`src/rtl/mips_pkg.sv`:
```
// Shared MIPS front-end definitions: fetch FSM state encoding, instruction field
// positions and the opcode values the main control decoder recognises.
package mips_pkg;

  typedef enum logic [1:0] {
    IFU_IDLE  = 2'd0,
    IFU_REQ   = 2'd1,
    IFU_DRAIN = 2'd2,
    IFU_HOLD  = 2'd3
  } ifuState_e;

  localparam int OPCODE_MSB  = 31;
  localparam int OPCODE_LSB  = 26;
  localparam int INSTR_BYTES = 4;

  localparam logic [5:0] OP_RTYPE = 6'b000000;
  localparam logic [5:0] OP_LW    = 6'b100011;
  localparam logic [5:0] OP_SW    = 6'b101011;
  localparam logic [5:0] OP_BEQ   = 6'b000100;

endpackage

```
`src/rtl/instr_fetch_unit_pc_reg.sv`:
```
// Program counter: async-reset register that loads a word-aligned redirect
// target, steps by one instruction, or holds. A load beats an increment.
module pc_reg
  import mips_pkg::*;
#(
  parameter int                ADDR_W   = 32,
  parameter logic [ADDR_W-1:0] RESET_PC = '0
) (
  input  logic              clk,
  input  logic              reset,
  input  logic              loadTarget,
  input  logic              increment,
  input  logic [ADDR_W-1:0] target,
  output logic [ADDR_W-1:0] pc
);

  always_ff @(posedge clk or posedge reset) begin
    if (reset) begin
      pc <= RESET_PC;
    end else if (loadTarget) begin
      pc <= {target[ADDR_W-1:2], 2'b00};
    end else if (increment) begin
      pc <= pc + ADDR_W'(INSTR_BYTES);
    end
  end

endmodule

```
`src/rtl/instr_fetch_unit.sv`:
```
// Instruction fetch stage: one outstanding imem request, a single held
// instruction for decode, and redirect with stale-fetch discard.
// Optional stall counter output enabled by defining IFU_STALL_COUNTER_EN.
module instr_fetch_unit
  import mips_pkg::*;
#(
  parameter int                ADDR_W   = 32,
  parameter logic [ADDR_W-1:0] RESET_PC = '0
) (
  input  logic              clk,
  input  logic              reset,
  output logic              imemReq,
  output logic [ADDR_W-1:0] imemAddr,
  input  logic [31:0]       imemRdata,
  input  logic              imemAck,
  output logic [31:0]       instr,
  output logic [5:0]        opcode,
  output logic [ADDR_W-1:0] pcOut,
  output logic [ADDR_W-1:0] pcPlus4,
  output logic              instrValid,
  input  logic              instrReady,
  input  logic              redirect,
  input  logic [ADDR_W-1:0] redirectTarget
`ifdef IFU_STALL_COUNTER_EN
  ,
  output logic [31:0]       stallCycles
`endif
);

  ifuState_e         stateReg, stateNext;
  logic [ADDR_W-1:0] pc;
  logic [ADDR_W-1:0] drainAddrReg;
  logic [31:0]       instrReg;
  logic [ADDR_W-1:0] pcOutReg;
  logic              loadTarget, increment, capture;

  pc_reg #(.ADDR_W(ADDR_W), .RESET_PC(RESET_PC)) uPcReg (
    .clk        (clk),
    .reset      (reset),
    .loadTarget (loadTarget),
    .increment  (increment),
    .target     (redirectTarget),
    .pc         (pc)
  );

  always_ff @(posedge clk or posedge reset) begin
    if (reset) stateReg <= IFU_IDLE;
    else       stateReg <= stateNext;
  end

  // A redirect always retargets pc, whatever the state; it also vetoes capture.
  always_comb begin
    stateNext  = stateReg;
    loadTarget = redirect;
    increment  = 1'b0;
    capture    = 1'b0;
    case (stateReg)
      IFU_IDLE:  stateNext = IFU_REQ;
      IFU_REQ: begin
        if (redirect) begin
          stateNext = imemAck ? IFU_REQ : IFU_DRAIN;
        end else if (imemAck) begin
          capture   = 1'b1;
          increment = 1'b1;
          stateNext = IFU_HOLD;
        end
      end
      IFU_DRAIN: if (imemAck) stateNext = IFU_REQ;
      IFU_HOLD:  if (redirect || instrReady) stateNext = IFU_REQ;
      default:   stateNext = IFU_IDLE;
    endcase
  end

  // drainAddrReg shadows pc while requesting so DRAIN keeps presenting the old address.
  always_ff @(posedge clk or posedge reset) begin
    if (reset) begin
      drainAddrReg <= RESET_PC;
      instrReg     <= '0;
      pcOutReg     <= RESET_PC;
    end else begin
      if (stateReg == IFU_REQ) drainAddrReg <= pc;
      if (capture) begin
        instrReg <= imemRdata;
        pcOutReg <= pc;
      end
    end
  end

  assign imemReq    = (stateReg == IFU_REQ) || (stateReg == IFU_DRAIN);
  assign imemAddr   = (stateReg == IFU_DRAIN) ? drainAddrReg : pc;
  assign instrValid = (stateReg == IFU_HOLD);
  assign instr      = instrReg;
  assign opcode     = instrReg[OPCODE_MSB:OPCODE_LSB];
  assign pcOut      = pcOutReg;
  assign pcPlus4    = pcOutReg + ADDR_W'(INSTR_BYTES);

`ifdef IFU_STALL_COUNTER_EN
  always_ff @(posedge clk or posedge reset) begin
    if (reset) begin
      stallCycles <= '0;
    end else if (((imemReq && !imemAck) || (stateReg == IFU_HOLD && !instrReady))
                 && (stallCycles != 32'hFFFF_FFFF)) begin
      stallCycles <= stallCycles + 32'd1;
    end
  end
`endif

endmodule

```
`config.mk`:
```
export PLATFORM = sky130hd
export DESIGN_NAME = instr_fetch_unit
export DESIGN_NICKNAME = d
export VERILOG_FILES = /design/src/rtl/mips_pkg.sv /design/src/rtl/instr_fetch_unit_pc_reg.sv /design/src/rtl/instr_fetch_unit.sv
export SDC_FILE = /design/constraint.sdc
export NUM_CORES = 1
export LEC_CHECK = 0
export ABC_AREA = 0
export CORE_UTILIZATION = 34
export CTS_CLUSTER_SIZE = 14
export DETAILED_ROUTE_END_ITERATION = 8
export PLACE_DENSITY_LB_ADDON = 0.3
export SKIP_LAST_GASP = 1
export SYNTH_ARGS = -nofsm -noshare
export SYNTH_HDL_FRONTEND = slang
export SYNTH_SLANG_ARGS = --single-unit
```
`constraint.sdc`:
```
create_clock -name clk -period 12.43 [get_ports clk]
set_clock_uncertainty 0.15 [all_clocks]
set_input_delay 1.8645 -clock clk [delete_from_list [all_inputs] [get_ports clk]]
set_output_delay 1.8645 -clock clk [all_outputs]
set_load 0.05 [all_outputs]
```
==> results.json <==
{
  "outcome": "finished with violations",
  "violations": "design-rule violations",
  "cts_made_buffers": 17,
  "grt_pass1_vias": 5172,
  "final_max_slew_viol_count": 0,
  "overflow": 0,
  "worst_hold_startpoint": "instr[0]",
  "drive_gt1_share_pct": 19.8,
  "vias": 5163,
  "start_util_pct": 35.0,
  "core_um2": 18100,
  "ios": 205,
  "peakVddDrop_uv": 116,
  "postCtsHoldBufs": 0,
  "yosys-top-cells-count": "124 x dfrtp_1, 108 x mux2_2, 59 x nand2_1",
  "path_cells": "ha_1 -> nand4_1 -> nor4_1 -> nand4_1 -> xnor2_1 -> clkdlybuf4s50_1",
  "dp.final_hpwl_um": 13000,
  "slew_headroom_pct": 36.0,
  "cp.required_ns": 10.42,
  "grt_util_all_layers_pct": 19.0,
  "finalSetupViolCount": 0,
  "path_clk_slew_ns": 0.06,
  "ys_seq_elements": 124,
  "fin_setup_tns_ns": 0,
  "cts_buffer_depth": 2,
  "worstSetupPathType": "reg2out",
  "critPathArrivalTime_ns": 3.21,
  "syn_avg_cell_area_um2": 11.0,
  "largest_reg_flops": 32,
  "yosys_warnings": 0,
  "yosysUniqueCellTypes": 44,
  "cpMostUsedCell": "nand4_1",
  "powerDensity_nw_per_um2": 302,
  "clock.fmax_mhz": 191,
  "cap_violations": 0,
  "postLayoutCoreUtil_pct": 49.8,
  "wl_met2_um": 8740,
  "wirelength_um": 17700,
  "htree_levels": 4,
  "hold_path.class": "reg2reg",
  "synthFlopType": "dfrtp_1",
  "met3_wirelength_um": 857,
  "synth_area_leaders": "dfrtp_1 49%, mux2_2 19%, nand2_1 3.5%, xor2_1 2.9%, xnor2_1 2.6%",
  "finalCriticalPeriod_ns": 5.23,
  "nets": 828,
  "rows": 49,
  "finalPower_mw": 2.73,
  "worst-path-max-fanout": 6,
  "ant_nets": 0,
  "syn_area_um2": 6350,
  "hold_violations": 0,
  "clock_sinks": 124,
  "place.gp.congestion": 0.851,
  "clock-root-buffer": "clkbuf_16",
  "grt_pass1_wl_um": 28300,
  "cts_tree": "built",
  "ctsResizeCount": 0,
  "synth-edff-count": 0,
  "cp_slowest_stage_delay_ns": 0.82,
  "drtIter0Drc": 265,
  "startpoint": "pcOut[2]",
  "async_reset_ff_share_pct": 100,
  "nFillCells": 1602,
  "cts_setup_buffers": 0,
  "synth_most_common_cell": "dfrtp_1",
  "p_leak_nw": 3.58,
  "end_kind": "output pin",
  "synth_top_cell_by_area": "dfrtp_1",
  "synth_top_area_share_pct": 48.9,
  "cp_slowest_cell": "clkdlybuf4s50_1",
  "portBuffers": 196,
  "grt_max_degree": 70,
  "ys_seq_area_share_pct": 48.9,
  "drt-pass1-iter-count": 9,
  "wl_met1_um": 7680,
  "period_share_pct": 42.1,
  "die_width_um": 139,
  "r2r_start": "stateReg[1]",
  "via_per_inst": 5.18,
  "topRoutingLayerUsed": "met4",
  "multi_input_area_um2": 2980,
  "cp-start-kind": "register",
  "tightestPinTransition_ns": 0.960,
  "antenna_found_initial": 1,
  "dieArea_um2": 19200,
  "wl_per_cell_um": 17.8,
  "clkLatencyLatePin_ns": 0.41,
  "rsz0062_at_grt": "no",
  "die_y_um": 139,
  "synth_cells": 578,
  "hold_slack_ns": 0.350,
  "syn2layout_area_growth_pct": 42.5,
  "drt_drc_violations_left": 13,
  "register_area_um2": 3100
}
## final cells by class
| type | instances | area share [%] |
|---|---|---|
| Sequential cell | 124 | 34.3 |
| Multi-Input combinational cell | 396 | 32.9 |
| Timing Repair Buffer | 200 | 22.0 |
| Clock buffer | 22 | 5.35 |
| Tap cell | 229 | 3.17 |
| Clock inverter | 10 | 1.52 |
| Inverter | 15 | 0.650 |
| Antenna cell | 1 | 0.0277 |
## per-layer routing
layer  up-vias  global-route usage, %
met3        27                   4.32
li1       2424                      -
met5         -                      0
met2       170                   31.5
met4         0                   7.49
met1      2542                   24.0
## logic make-up after synthesis
family                     synth area share (%)
DFF                                        48.9
muxes                                      19.3
adders and majority gates                 0.986
other                                    0.0591
AOI/OAI and AO/OA                          5.97
and+or+nand+nor                            14.6
buffers and inverters                      4.67
xor gates and xnor gates                   5.52
## report_power, final
group	switching (mW)	internal (mW)
combinational	0.945	0.543
clock	0.176	0.336
sequential	0.160	0.567
## metrics by stage
stage	cell area, um^2	std cells	setup WS [ns]
2_1_floorplan	6370	583	7.12
3_3_place_gp	8420	964	7.28
3_5_place_dp	8420	964	7.23
4_1_cts	9040	996	7.15
5_1_grt	9040	997	6.95
6_report	9040	997	7.20
## placed cells by master, fill, tap and decap left out, types with 4 or more instances in the layout
cell type          n
nand2_1           59
inv_1             13
mux2_2           108
nor4_1            10
clkbuf_16         17
clkdlybuf4s50_1  196
nor2_1            15
and4_1             4
clkbuf_8           4
nand3_1           23
buf_4              4
o21ai_0           30
dfrtp_1          124
ha_1               5
xor2_1            21
conb_1             6
nand4_1           19
a31oi_1            9
or4_1             19
xnor2_1           19
nor3_1             6
o31ai_1           10
## worst max-delay path: cells and delay by family (launching register included)
kind	cells	cell delay [ns]
xor gates and xnor gates	1	0.18
DFF	1	0.43
buffers and inverters	1	0.82
adders and majority gates	1	0.27
and+or+nand+nor	3	1.11
## worst paths after layout
check	to	slack [ns]	depth (start not counted)
setup / recovery	pcPlus4[22]	7.20	6
hold / removal	instr[0]	0.35	1
setup reg to reg	instr[29]	9.25	5
hold reg to reg	instr[0]	0.35	1
max in group asynchronous	uPcReg.pc[20]	9.00	3
min in group asynchronous	instr[14]	1.79	2
(Power assumes the default switching activity.)
==> edit, RTL diff (config.mk and constraints unchanged) <==
The 4 states of `ifuState_e` get a one-hot encoding in 4 bits.
--- a/src/rtl/mips_pkg.sv
+++ b/src/rtl/mips_pkg.sv
@@ -2,11 +2,11 @@
 // positions and the opcode values the main control decoder recognises.
 package mips_pkg;
 
-  typedef enum logic [1:0] {
-    IFU_IDLE  = 2'd0,
-    IFU_REQ   = 2'd1,
-    IFU_DRAIN = 2'd2,
-    IFU_HOLD  = 2'd3
+  typedef enum logic [3:0] {
+    IFU_IDLE  = 4'b0001,
+    IFU_REQ   = 4'b0010,
+    IFU_DRAIN = 4'b0100,
+    IFU_HOLD  = 4'b1000
   } ifuState_e;
 
   localparam int OPCODE_MSB  = 31;
Check against the original RTL: no difference found for any inputs over 4 cycles, from zero or initial values and one cycle with reset high; so few cycles prove little.
==> edit against the unedited design <==
- the flow still finishes with violations (design-rule violations)
- non-clock buffer count increased by 3
- total power decreased by 7.3%
- routed wire length increased by 7.0%
- sequential cell count increased by 2
- design area increased by 0.82%
- largest cell class unchanged
- worst setup slack got worse by 0.066 ns
- area after synthesis increased by 0.87%
- global-route usage increased by 1.1 points
==> edit: results (changes against the unedited design) <==
DPL Wire Length 13.13 mm (was 13.04 mm); hold_sp drainAddrReg[28] (was instr[0]); register area share after synthesis 0.4927 (was 0.4889); setup ws final 7.136 ns (was 7.201 ns); Clk pwr share 0.209 (was 0.188); Initial DRT Pass Iterations 7 (was 9); Critical Path Sink pcPlus4[29] (was pcPlus4[22]); hold_ws 0.3169 ns (was 0.3503 ns); pre-CTS WS 7.516 ns (was 7.231 ns); GRT Resource Usage Total 0.2002 (was 0.1896); failing checks design-rule violations (unchanged); Iter 0 DRT Violations 386 (was 265); Net Sw Power 1.187 mW (was 1.282 mW); FFs w/ async S/R, synth 1.000 (unchanged); Worst R2R Setup Slack 9.43 ns (was 9.25 ns); drt wl/cell 16.41 um (was 17.78 um); Max-Slew Margin vs Limit 0.2945 (was 0.3602); worst vdd ir 0.0001273 V (was 0.0001159 V); Synth Area in Compound Gates 0.08013 (was 0.05973); layout cell share with drive strength beyond 1 0.07659 (was 0.1982); Largest register FFs 32 (unchanged); fillers 1735 (was 1602); synth unique cells 47 (was 44); Area contributors post-synth dfrtp_1 (49%), nand2_1 (18%), mux2_2 (4.6%), xnor2_1 (3.3%), clkbuf_1 (2.6%) (was dfrtp_1 (49%), mux2_2 (19%), nand2_1 (3.5%), xor2_1 (2.9%), xnor2_1 (2.6%)); worst setup path startpoint pcOut[9] (was pcOut[2]); Max FO, Critical Path 12 (was 6); nets 986 (was 828); R2R Path End pcOut[21] (was instr[29]); largest net degree at the start of global routing 72 (was 70); via count 5824 (was 5163); sequential power share 0.283 (was 0.267); P_leak 3.997 nW (was 3.583 nW); Worst Path Arrival 3.28 ns (was 3.21 ns); Synth Area in Adders 0.003909 (was 0.009856); IO buf count 196 (unchanged); dpl cell area 0.008492 mm2 (was 0.008419 mm2); Final GP Congestion 0.7643 (was 0.8510); CTS resizes 0 (unchanged); Hold Path End drainAddrReg[28] (was instr[0]); commonest cells in the netlist nand2_1 (299), dfrtp_1 (125), clkbuf_1 (45) (was dfrtp_1 (124), mux2_2 (108), nand2_1 (59)); first-pass GRT wire length 29.95 mm (was 28.28 mm); mean post-synth cell area 8.582 um2 (was 10.98 um2); FF-to-FF path depth 6 (was 5); placed insts 1125 (was 964); post-synthesis xor/xnor area fraction 0.04378 (was 0.05519); number of remaining DRC errors 14 (was 13); initial antenna violation count 0 (was 1); post-synthesis mux area share 0.04573 (was 0.1932); vias in the first global route 5389 (was 5172); Ant. Diodes 0 (was 1); result of the run finished with violations (unchanged); drt via density 5.038 (was 5.179)
[edit: per-stage QoR]
| step | utilization | total power, mW |
|---|---|---|
| final | 0.5007 | 2.530 |
| after global routing | 0.5007 | 2.648 |
| after CTS | 0.5007 | 2.549 |
| after detailed placement | 0.4664 | 2.016 |
| after global placement | 0.4664 | 1.996 |
| after floorplan | - | 1.570 |
[edit: critical path: stages, from the launching register on]
cell and delay (ns):
dfrtp_1 0.51, nand3_1 0.22, nor4_2 0.87, nand4_1 0.23, xnor2_1 0.21, clkdlybuf4s50_1 0.83
[edit: final cells by class]
class                           count  area share
Sequential cell                   126      0.3460
Multi-Input combinational cell    558      0.3291
Timing Repair Buffer              203      0.2209
Clock buffer                       25     0.05434
Tap cell                          229     0.03143
Clock inverter                      6     0.01427
Inverter                            9    0.003980
[edit: metal layers]
layer  global-route usage  wire (um)
met3              0.03338        911
met4              0.07778        431
met1               0.2801       8868
met2               0.3092       8758
met5                    0          0
